--- src/rtl/handshake_fifo_v1r1_pkg.sv ---
`timescale 1ns/1ps
// Sizing helpers and parameter legality limits shared by the handshake FIFO files.
package handshake_pkg;

    localparam int DEPTH_MIN = 2;
    localparam int DEPTH_MAX = 256;

    // Occupancy counter must represent 0..depth inclusive.
    function automatic int count_bits(input int depth);
        return $clog2(depth + 1);
    endfunction

    // Pointer addresses the (depth-1)-entry array behind the output register.
    function automatic int ptr_bits(input int depth);
        return (depth <= 3) ? 1 : $clog2(depth - 1);
    endfunction

    function automatic bit params_ok(input int depth, input int af_level);
        return (depth >= DEPTH_MIN) && (depth <= DEPTH_MAX) &&
               (af_level >= 1) && (af_level <= depth);
    endfunction

endpackage

--- src/rtl/handshake_fifo_v1r1_if.sv ---
`timescale 1ns/1ps
// Upstream/downstream handshake, flush and status bundle for handshake_fifo_v1r1.
interface handshake_fifo_v1r1_if #(
    parameter int VALUE_BITS = 8,
    parameter int DEPTH      = 4
);
    localparam int CW = handshake_pkg::count_bits(DEPTH);

    logic [VALUE_BITS-1:0] i_value;
    logic                  i_valid;
    logic                  o_ready;
    logic [VALUE_BITS-1:0] o_value;
    logic                  o_valid;
    logic                  i_ready;
    logic                  i_flush;
    logic [CW-1:0]         o_count;
    logic                  o_almost_full;

    modport master (
        output i_value, i_valid, i_ready, i_flush,
        input  o_ready, o_value, o_valid, o_count, o_almost_full
    );

    modport slave (
        input  i_value, i_valid, i_ready, i_flush,
        output o_ready, o_value, o_valid, o_count, o_almost_full
    );

endinterface

--- src/rtl/handshake_fifo_v1r1_mem.sv ---
`timescale 1ns/1ps
// Purpose: payload storage behind the output register, no reset on data.
// Latency: write visible one edge later; read is combinational from rd_ptr.
// Backpressure: none here; the caller never writes a full array.
module handshake_fifo_mem #(
    parameter int VALUE_BITS = 8,
    parameter int ENTRIES    = 3,
    parameter int PW         = 2
) (
    input  logic                  clock,
    input  logic                  wr_en,
    input  logic [PW-1:0]         wr_ptr,
    input  logic [VALUE_BITS-1:0] wr_value,
    input  logic [PW-1:0]         rd_ptr,
    output logic [VALUE_BITS-1:0] rd_value
);

    logic [VALUE_BITS-1:0] mem_q [ENTRIES];

    always_ff @(posedge clock) begin
        if (wr_en) begin
            mem_q[wr_ptr] <= wr_value;
        end
    end

    assign rd_value = mem_q[rd_ptr];

endmodule

--- src/rtl/handshake_fifo_v1r1.sv ---
`timescale 1ns/1ps
// Purpose: DEPTH-entry fully registered valid/ready elastic buffer with count, almost-full, flush.
// Latency: 1 cycle from accepted input to o_valid; 1 item/cycle sustained.
// Backpressure: o_ready is registered and drops once the next occupancy reaches DEPTH.
module handshake_fifo_v1r1
    import handshake_pkg::*;
#(
    parameter int VALUE_BITS = 8,
    parameter int DEPTH      = 4,
    parameter int AF_LEVEL   = DEPTH - 1
) (
    input logic                 clock,
    input logic                 reset_n,
    handshake_fifo_v1r1_if.slave bus
);

    localparam int CW      = count_bits(DEPTH);
    localparam int PW      = ptr_bits(DEPTH);
    localparam int ENTRIES = DEPTH - 1;

    localparam logic [PW-1:0] PTR_LAST = PW'(DEPTH - 2);
    localparam logic [CW-1:0] CNT_FULL = CW'(DEPTH);
    localparam logic [CW-1:0] CNT_AF   = CW'(AF_LEVEL);

    if (!params_ok(DEPTH, AF_LEVEL)) begin : g_param_check
        $fatal(1, "handshake_fifo_v1r1: DEPTH must be 2..256 and AF_LEVEL 1..DEPTH");
    end

    function automatic logic [PW-1:0] ptr_inc(input logic [PW-1:0] p);
        return (p == PTR_LAST) ? '0 : p + PW'(1);
    endfunction

    logic [PW-1:0]         wr_ptr_q, rd_ptr_q;
    logic [CW-1:0]         count_q;
    logic                  valid_q, ready_q, af_q;
    logic [VALUE_BITS-1:0] value_q;
    logic [VALUE_BITS-1:0] rd_value;

    logic          in_xfer, out_xfer, out_free, arr_empty;
    logic          load_arr, load_byp, arr_wr;
    logic [CW-1:0] count_next;

    always_comb begin
        in_xfer    = bus.i_valid & ready_q;
        out_xfer   = valid_q & bus.i_ready;
        out_free   = ~valid_q | bus.i_ready;
        // Occupancy minus the output register is what sits in the array.
        arr_empty  = (count_q == CW'(valid_q));
        load_arr   = out_free & ~arr_empty;
        load_byp   = out_free & arr_empty & in_xfer;
        arr_wr     = in_xfer & ~load_byp;
        count_next = count_q + CW'(in_xfer) - CW'(out_xfer);
    end

    handshake_fifo_mem #(
        .VALUE_BITS (VALUE_BITS),
        .ENTRIES    (ENTRIES),
        .PW         (PW)
    ) u_mem (
        .clock    (clock),
        .wr_en    (arr_wr & ~bus.i_flush),
        .wr_ptr   (wr_ptr_q),
        .wr_value (bus.i_value),
        .rd_ptr   (rd_ptr_q),
        .rd_value (rd_value)
    );

    always_ff @(posedge clock or negedge reset_n) begin
        if (!reset_n) begin
            wr_ptr_q <= '0;
            rd_ptr_q <= '0;
            count_q  <= '0;
            valid_q  <= 1'b0;
            value_q  <= '0;
            ready_q  <= 1'b0;
            af_q     <= 1'b0;
        end else if (bus.i_flush) begin
            // Any output transfer this edge has already been taken downstream.
            wr_ptr_q <= '0;
            rd_ptr_q <= '0;
            count_q  <= '0;
            valid_q  <= 1'b0;
            ready_q  <= 1'b1;
            af_q     <= 1'b0;
        end else begin
            if (arr_wr) begin
                wr_ptr_q <= ptr_inc(wr_ptr_q);
            end
            if (load_arr) begin
                rd_ptr_q <= ptr_inc(rd_ptr_q);
                valid_q  <= 1'b1;
                value_q  <= rd_value;
            end else if (load_byp) begin
                valid_q  <= 1'b1;
                value_q  <= bus.i_value;
            end else if (out_free) begin
                valid_q  <= 1'b0;
            end
            count_q <= count_next;
            ready_q <= (count_next < CNT_FULL);
            af_q    <= (count_next >= CNT_AF);
        end
    end

    assign bus.o_ready       = ready_q;
    assign bus.o_valid       = valid_q;
    assign bus.o_value       = value_q;
    assign bus.o_count       = count_q;
    assign bus.o_almost_full = af_q;

endmodule

--- src/flat_wrapper.sv ---
// flat-port wrapper written by rule: the top's interface ports become plain ports
module handshake_fifo_v1r1_flat import handshake_pkg::*;
#(
    parameter int VALUE_BITS = 8,
    parameter int DEPTH      = 4,
    parameter int AF_LEVEL   = DEPTH - 1
)
  (clock, reset_n, bus_i_value, bus_i_valid, bus_i_ready, bus_i_flush, bus_o_ready, bus_o_value, bus_o_valid, bus_o_count, bus_o_almost_full);
  handshake_fifo_v1r1_if #(.VALUE_BITS(VALUE_BITS), .DEPTH(DEPTH)) bus_i ();
  input logic clock;
  input logic reset_n;
  input wire logic [$bits(bus_i.i_value)-1:0] bus_i_value;
  input wire logic [$bits(bus_i.i_valid)-1:0] bus_i_valid;
  input wire logic [$bits(bus_i.i_ready)-1:0] bus_i_ready;
  input wire logic [$bits(bus_i.i_flush)-1:0] bus_i_flush;
  output wire logic [$bits(bus_i.o_ready)-1:0] bus_o_ready;
  output wire logic [$bits(bus_i.o_value)-1:0] bus_o_value;
  output wire logic [$bits(bus_i.o_valid)-1:0] bus_o_valid;
  output wire logic [$bits(bus_i.o_count)-1:0] bus_o_count;
  output wire logic [$bits(bus_i.o_almost_full)-1:0] bus_o_almost_full;
  assign bus_i.i_value = bus_i_value;
  assign bus_i.i_valid = bus_i_valid;
  assign bus_i.i_ready = bus_i_ready;
  assign bus_i.i_flush = bus_i_flush;
  assign bus_o_ready = bus_i.o_ready;
  assign bus_o_value = bus_i.o_value;
  assign bus_o_valid = bus_i.o_valid;
  assign bus_o_count = bus_i.o_count;
  assign bus_o_almost_full = bus_i.o_almost_full;
  handshake_fifo_v1r1 #(.VALUE_BITS(VALUE_BITS), .DEPTH(DEPTH), .AF_LEVEL(AF_LEVEL)) u_core (.clock(clock), .reset_n(reset_n), .bus(bus_i));
endmodule
--- config.mk ---
export PLATFORM = sky130hd
export DESIGN_NAME = handshake_fifo_v1r1_flat
export DESIGN_NICKNAME = d
export VERILOG_FILES = /design/src/rtl/handshake_fifo_v1r1_pkg.sv /design/src/rtl/handshake_fifo_v1r1_if.sv /design/src/rtl/handshake_fifo_v1r1_mem.sv /design/src/rtl/handshake_fifo_v1r1.sv /design/src/flat_wrapper.sv
export SDC_FILE = /design/constraint.sdc
export NUM_CORES = 1
export LEC_CHECK = 0
export ABC_AREA = 1
export CAP_MARGIN = 10
export CORE_MARGIN = 2
export CORE_UTILIZATION = 35
export CTS_CLUSTER_SIZE = 10
export DETAILED_ROUTE_END_ITERATION = 8
export PLACE_DENSITY_LB_ADDON = 0.08
export SETUP_SLACK_MARGIN = 0.05
export SYNTH_ARGS = -nofsm -noshare
export SYNTH_HDL_FRONTEND = slang
export SYNTH_SLANG_ARGS = --single-unit
--- constraint.sdc ---
create_clock -name clock -period 2.2 [get_ports clock]
set_input_delay 0.44 -clock clock [delete_from_list [all_inputs] [get_ports clock]]
set_output_delay 0.44 -clock clock [all_outputs]
set_load 0.02 [all_outputs]
Word level (Yosys, flattened, before mapping)
Memory sizes are Yosys's and may differ from the RTL's.
Index checks and enable logic that the tools add are counted.
Widths: inputs -> output; s select.
{"block": "totals", "regBits": 18, "latch_bits": 0, "mem_bits_rw": 24, "romBits": 0, "input_bits": 13, "output_inout_bits": 14, "wordCells": 51, "mem_count": 1}
{"block": "classes", "addsub": 4, "n_mul": 0, "div": 0, "order_cmp": 2, "eq_ne": 3, "n_shift": 0, "muxes": 17, "n_bitwise": 12, "reduce_logical": 5}
{"name": "u_core.u_mem.mem_q", "words": 3, "word_bits": 8, "rd": 1, "rd_ports_with_merged_regs": 0, "wr": 1, "line_no": "handshake_fifo_v1r1_mem.sv:18", "rtl": "logic [VALUE_BITS-1:0] mem_q [ENTRIES];"}
{"cell": "$mux 8", "count": 2}
{"cell": "$mux 2", "count": 6}
{"cell": "$mux 1", "count": 8}
{"cell": "$and 1x1->1", "count": 7}
{"cell": "$reduce_bool 2->1", "count": 3}
{"cell": "$add 2x1->2 const B", "count": 2}
{"cell": "$eq 2x2->1 const B", "count": 2}
{"cell": "$not 1->1", "count": 4}
{"cell": "$reduce_bool 4->1", "count": 1}
{"cell": "$add 3x1->3", "count": 1}
{"cell": "$eq 3x1->1", "count": 1}
{"cell": "$ge 3x2->1 const B", "count": 1}
{"cell": "$lt 3x3->1 const B", "count": 1}
{"cell": "$mux 3", "count": 1}
{"cell": "$sub 3x1->3", "count": 1}
{"cell": "$reduce_and 2->1", "count": 1}
{"cell": "$or 1x1->1", "count": 1}

Depth between registers and ports, before layout
{"block": "depth", "depth_word": 9, "depth_mapped": 10, "mapped_depth_nobuf": 10}

Cells and area by module
A second synthesis with hierarchy kept.
{"block": "unflattened", "hier_cells": 217, "area_unflattened_um2": 1978.1}
{"module": "handshake_fifo_v1r1", "n_inst": 1, "cells_per_inst": 128, "area_per_inst_um2": 993.5, "seq_area_each_um2": 450.4}
{"module": "handshake_fifo_mem", "n_inst": 1, "cells_per_inst": 89, "area_per_inst_um2": 984.7, "seq_area_each_um2": 720.7}

Worst setup path before layout
OpenSTA, ideal clock, no wires.
{"block": "synth_timing", "path_kind": "register to register", "from": "register u_core.valid_q, in the netlist u_core.bus.o_valid", "to": "register u_core.af_q, in the netlist u_core.bus.o_almost_full", "setup_time_ps": 121, "t_arrival_ps": 1732, "required_time_ps": 2079, "slack_ps": 347, "path_stages_with_launch": 11, "n_path_buf": 0, "period_less_slack_ps": 1853, "path_cell_list": "dfrtp_1 -> nand2_1 -> inv_1 -> ha_1 -> inv_1 -> ha_1 -> inv_1 -> fa_1 -> o21bai_1 -> nand3_1 -> nand2_1"}
{"block": "synth_via", "elab_chain_cells": 4}
{"item": "start, declared", "line_no": "handshake_fifo_v1r1.sv:35", "rtl": "logic valid_q, ready_q, af_q;"}
{"item": "start signal, assigned", "line_no": "handshake_fifo_v1r1.sv:73", "rtl": "valid_q <= 1'b0;"}
{"item": "start signal, assigned", "line_no": "handshake_fifo_v1r1.sv:82", "rtl": "valid_q <= 1'b0;"}
{"item": "start signal, assigned", "line_no": "handshake_fifo_v1r1.sv:91", "rtl": "valid_q <= 1'b1;"}
{"item": "$and 1x1->1", "line_no": "handshake_fifo_v1r1.sv:45", "rtl": "out_xfer = valid_q & bus.i_ready;"}
{"item": "$sub 3x1->3", "line_no": "handshake_fifo_v1r1.sv:52", "rtl": "count_next = count_q + CW'(in_xfer) - CW'(out_xfer);"}
{"item": "$ge 3x2->1", "line_no": "handshake_fifo_v1r1.sv:101", "rtl": "af_q <= (count_next >= CNT_AF);"}
{"item": "$mux 1", "line_no": "handshake_fifo_v1r1.sv:77", "rtl": "end else if (bus.i_flush) begin"}
{"item": "end signal, assigned", "line_no": "handshake_fifo_v1r1.sv:101"}
{"item": "end, declared", "line_no": "handshake_fifo_v1r1.sv:35"}
Every way passes these cells.
A chain may end at the register's enable or synchronous reset.

Worst setup path in the final report
{"block": "layout_timing", "from": "input port bus_i_ready", "to": "register u_core.af_q, in the netlist u_core.bus.o_almost_full"}
{"block": "layout_via", "elab_chain_cells": 4}
{"item": "start, declared", "line_no": "flat_wrapper.sv:14", "rtl": "input wire logic [$bits(bus_i.i_ready)-1:0] bus_i_ready;"}
{"item": "$and 1x1->1", "line_no": "handshake_fifo_v1r1.sv:45"}
{"item": "$sub 3x1->3", "line_no": "handshake_fifo_v1r1.sv:52"}
{"item": "$ge 3x2->1", "line_no": "handshake_fifo_v1r1.sv:101"}
{"item": "$mux 1", "line_no": "handshake_fifo_v1r1.sv:77"}
Every way passes these cells.

==> reports/metrics.csv <==
metric;value;unit
weighted congestion at the end of routability-driven global placement;0.816;
worst clock skew on the final layout;7.06;ps
setup slack of the most critical reg-to-reg path;340;ps
antenna fix cells;0;
most used flip-flop cell after synthesis;sky130_fd_sc_hd__edfxtp_1;
net switching power;1.24;mW
largest net degree at the start of global routing;19;
layout cell share with drive strength beyond 1;10.8;%
Post-Route WL;3.96;mm
arithmetic-cell share of the synthesized area counting full adders, half adders and majority gates;2.43;%
post-route insts no fill;293;
vias per cell;4.61;
Cell Count Post-Placement;285;
Storage cell area;0.00117;mm²
Hold Fails Final Rpt;0;
Final Worst Setup Slack;213;ps
logic gate share of total power;44.0;%
ranking of synthesized cells by instance count;68 x sky130_fd_sc_hd__nand2_1, 29 x sky130_fd_sc_hd__nand3_1, 24 x sky130_fd_sc_hd__edfxtp_1;
final setup violation count;0;
fraction of power spent switching nets;40.3;%
Post-layout nets;238;
global-route wire length before repair;6.62;mm
sequential area share after synthesis;63.3;%
CTS tree;done;
Setup crit end kind;flip-flop;
clk slew on worst S/H paths;80;ps
main combinational cell family by area after synthesis;simple AND/OR/NAND/NOR gates;
number of cell rows;26;
basic-gate share of the synthesized area counting and, or, nand and nor cells;27.8;%
slew margin rel.;70.8;%
Peak VDD IR;0.567;mV
cell area after synthesis;0.00185;mm²
core area;0.00511;mm²
maximum capacitance violations;0;
launch point of the worst path;bus_i_ready;
count of synthesis-stage warnings from yosys;0;
Max Fclk;503;MHz
die footprint;0.00589;mm²
Post-CTS Resized;0;
final max-slew violation count;0;
clock latency on the worst-skew pair;290;ps
Util after Layout;46.1;%
number of detailed-route iterations in the first pass;4;
required time reported for the critical path endpoint;2380;ps
sum of negative setup slack;0;ps
post-synthesis share of cell area spent on xor and xnor gates;0;%
Async SR Flop Fraction;42.9;%
#FFs+latches synth;42;
P&R area growth vs syn;27.2;%
Reg-to-Reg Start;u_core.bus.o_valid;
compound-gate portion of the synthesized area;2.10;%
instance count of the mapped netlist;185;
startpoint class of the critical path;input port;
average size of a mapped cell;10.0;µm²
violation count after the first detailed-routing iteration;82;
path class of the lowest-slack min-delay path;in -> async;
net count after synthesis;201;
EDFF count, synth;24;
horizontal die dimension;76.7;µm
CTS sink count;42;
All-Layer GR Usage;14.7;%
Clk pwr share;18.2;%
area share of the leading cell type in the synthesized netlist;38.9;%
Vias;1352;
total congestion overflow after global routing;0;
Initial Utilization;36.2;%
Multi-input gate area;598;µm²
clock buffers created by TritonCTS;5;
HPWL after detailed placement;2.82;mm
count of input and output buffers;26;
fraction of power consumed by sequential logic;37.9;%
number of different library cells in the post-synthesis netlist;23;
cell types occupying the most area after synthesis;sky130_fd_sc_hd__edfxtp_1 39%, sky130_fd_sc_hd__dfrtp_1 24%, sky130_fd_sc_hd__nand2_1 14%;
dominant cell type by area after synthesis;sky130_fd_sc_hd__edfxtp_1;
Clock Path Buffers;2;
ports placed on the boundary;27;
chip height;76.7;µm
PD cells;1310;mW/mm²
crit path DAT;2170;ps
vias in the first global route;1287;
maximum fanout encountered on the critical timing path;3;
share of cell area taken by muxes after synthesis;0;%
leakage dissipation;1.04;nW
antenna violations before repair;0;
run status;completed;
Root Buffer Master;sky130_fd_sc_hd__clkbuf_8;
total internal power;1.84;mW
antenna-violating nets left;0;
number of inserted filler cells in the final layout;502;
actual slew at the worst max-slew pin;438;ps
total setup buffers inserted after CTS;0;
leading cell type by number of instances after synthesis;sky130_fd_sc_hd__nand2_1;
CP Class;in -> reg;
# H-tree levels;2;
CTS Hold Bufs;0;
unrepaired setup endpoints after global routing;false;
part of the cycle the worst path needs;90.3;%
worst slack at placement;-116;ps
routed length per placed instance;13.5;µm
post-layout minimum cycle time;1990;ps
DRC violation count after routing;0;
==> power by group through the flow <==
stage	Combinational, mW	Clock, mW	Sequential (mW)
2_1_floorplan	0.757	0	1.26
3_3_place_gp	1.37	0	1.18
3_5_place_dp	1.38	0	1.18
4_1_cts	1.39	0.577	1.17
5_1_grt	1.52	0.605	1.19
6_report	1.35	0.561	1.17
==> sequential cells by signal, indices dropped and copies added (netlist names) <==
name                      flops
u_core.rd_ptr_q               2
u_core.u_mem.mem_q           24
u_core.wr_ptr_q               2
u_core.bus.o_count            3
u_core.bus.o_valid            1
u_core.bus.o_almost_full      1
u_core.bus.o_value            8
u_core.bus.o_ready            1
==> routing by layer <==
layer / part of all wire (%) / global-route usage, % / routed length, µm / up-vias
met5: 0 / 0 / 0 / -
met4: 0.38 / 5.09 / 15 / 0
met3: 3.6 / 4.47 / 144 / 2
met2: 46 / 22.0 / 1810 / 28
met1: 50 / 20.2 / 1990 / 635
li1: - / - / - / 687
==> cell families after synthesis <==
kind of cell / after synthesis
AO/OA/AOI/OAI: 5
adder cells (fa/ha/maj): 3
buffers and inverters: 20
flip-flops: 42
AND/OR/NAND/NOR: 115
==> metrics by stage <==
step	cell area, µm²	total power, mW	hold WS, ps
global placement	2250	2.55	470
detailed placement	2250	2.56	469
finish	2350	3.08	465
floorplan	1850	2.02	144
global route	2350	3.32	495
CTS	2350	3.13	468
==> placed cells by master (no fill, tap or decap) <==
cell type                         synthesis  routed
sky130_fd_sc_hd__clkbuf_16                0       1
sky130_fd_sc_hd__inv_2                    1       1
sky130_fd_sc_hd__clkinv_1                 1       1
sky130_fd_sc_hd__nor2_1                   8       8
sky130_fd_sc_hd__nand2_1                 68      68
sky130_fd_sc_hd__ha_1                     2       2
sky130_fd_sc_hd__nand3_1                 29      29
sky130_fd_sc_hd__nor2_2                   1       1
sky130_fd_sc_hd__nand3_4                  1       1
sky130_fd_sc_hd__inv_4                    1       1
sky130_fd_sc_hd__nand2_2                  3       3
sky130_fd_sc_hd__o21ai_1                  2       2
sky130_fd_sc_hd__dfrtp_1                 18      18
sky130_fd_sc_hd__o21ai_0                  1       1
sky130_fd_sc_hd__nor3_1                   1       1
sky130_fd_sc_hd__nor2_4                   1       1
sky130_fd_sc_hd__o21ai_4                  1       1
sky130_fd_sc_hd__nand4_2                  1       1
sky130_fd_sc_hd__fa_1                     1       1
sky130_fd_sc_hd__buf_4                    0       6
sky130_fd_sc_hd__o21bai_1                 1       1
sky130_fd_sc_hd__inv_1                   14      14
sky130_fd_sc_hd__clkbuf_8                 0       5
sky130_fd_sc_hd__edfxtp_1                24      24
sky130_fd_sc_hd__clkdlybuf4s50_1          0      26
sky130_fd_sc_hd__clkbuf_1                 0       1
sky130_fd_sc_hd__nand4_1                  2       2
sky130_fd_sc_hd__buf_12                   0       1
sky130_fd_sc_hd__clkinvlp_4               0       1
==> worst max-delay path, stage by stage <==
cell                              delay (ps)
sky130_fd_sc_hd__clkdlybuf4s50_1         480
sky130_fd_sc_hd__nand2_1                  50
sky130_fd_sc_hd__inv_1                    50
sky130_fd_sc_hd__ha_1                    210
sky130_fd_sc_hd__inv_1                    60
sky130_fd_sc_hd__ha_1                    130
sky130_fd_sc_hd__inv_1                    40
sky130_fd_sc_hd__fa_1                    370
sky130_fd_sc_hd__o21bai_1                160
sky130_fd_sc_hd__nand3_1                 110
sky130_fd_sc_hd__nand2_1                  60
==> final timing paths <==
kind                                       endpoint  cells after the start
setup / recovery           u_core.bus.o_almost_full                     11
hold / removal                   u_core.bus.o_valid                      2
setup reg to reg           u_core.bus.o_almost_full                     10
hold reg to reg               u_core.bus.o_value[4]                      2
max in group asynchronous     u_core.bus.o_value[0]                      2
min in group clock            u_core.bus.o_value[4]                      2
==> area by class of cell <==
class                      count  area share (%)
clock buffer                   7            4.15
clock inverter                 1           0.319
inverter                      17            2.82
multi-input combinational    123            25.4
sequential                    42            49.8
tap                           70            3.72
timing repair buffer          33            13.8
No activity file was read; power rests on OpenSTA's default activity.
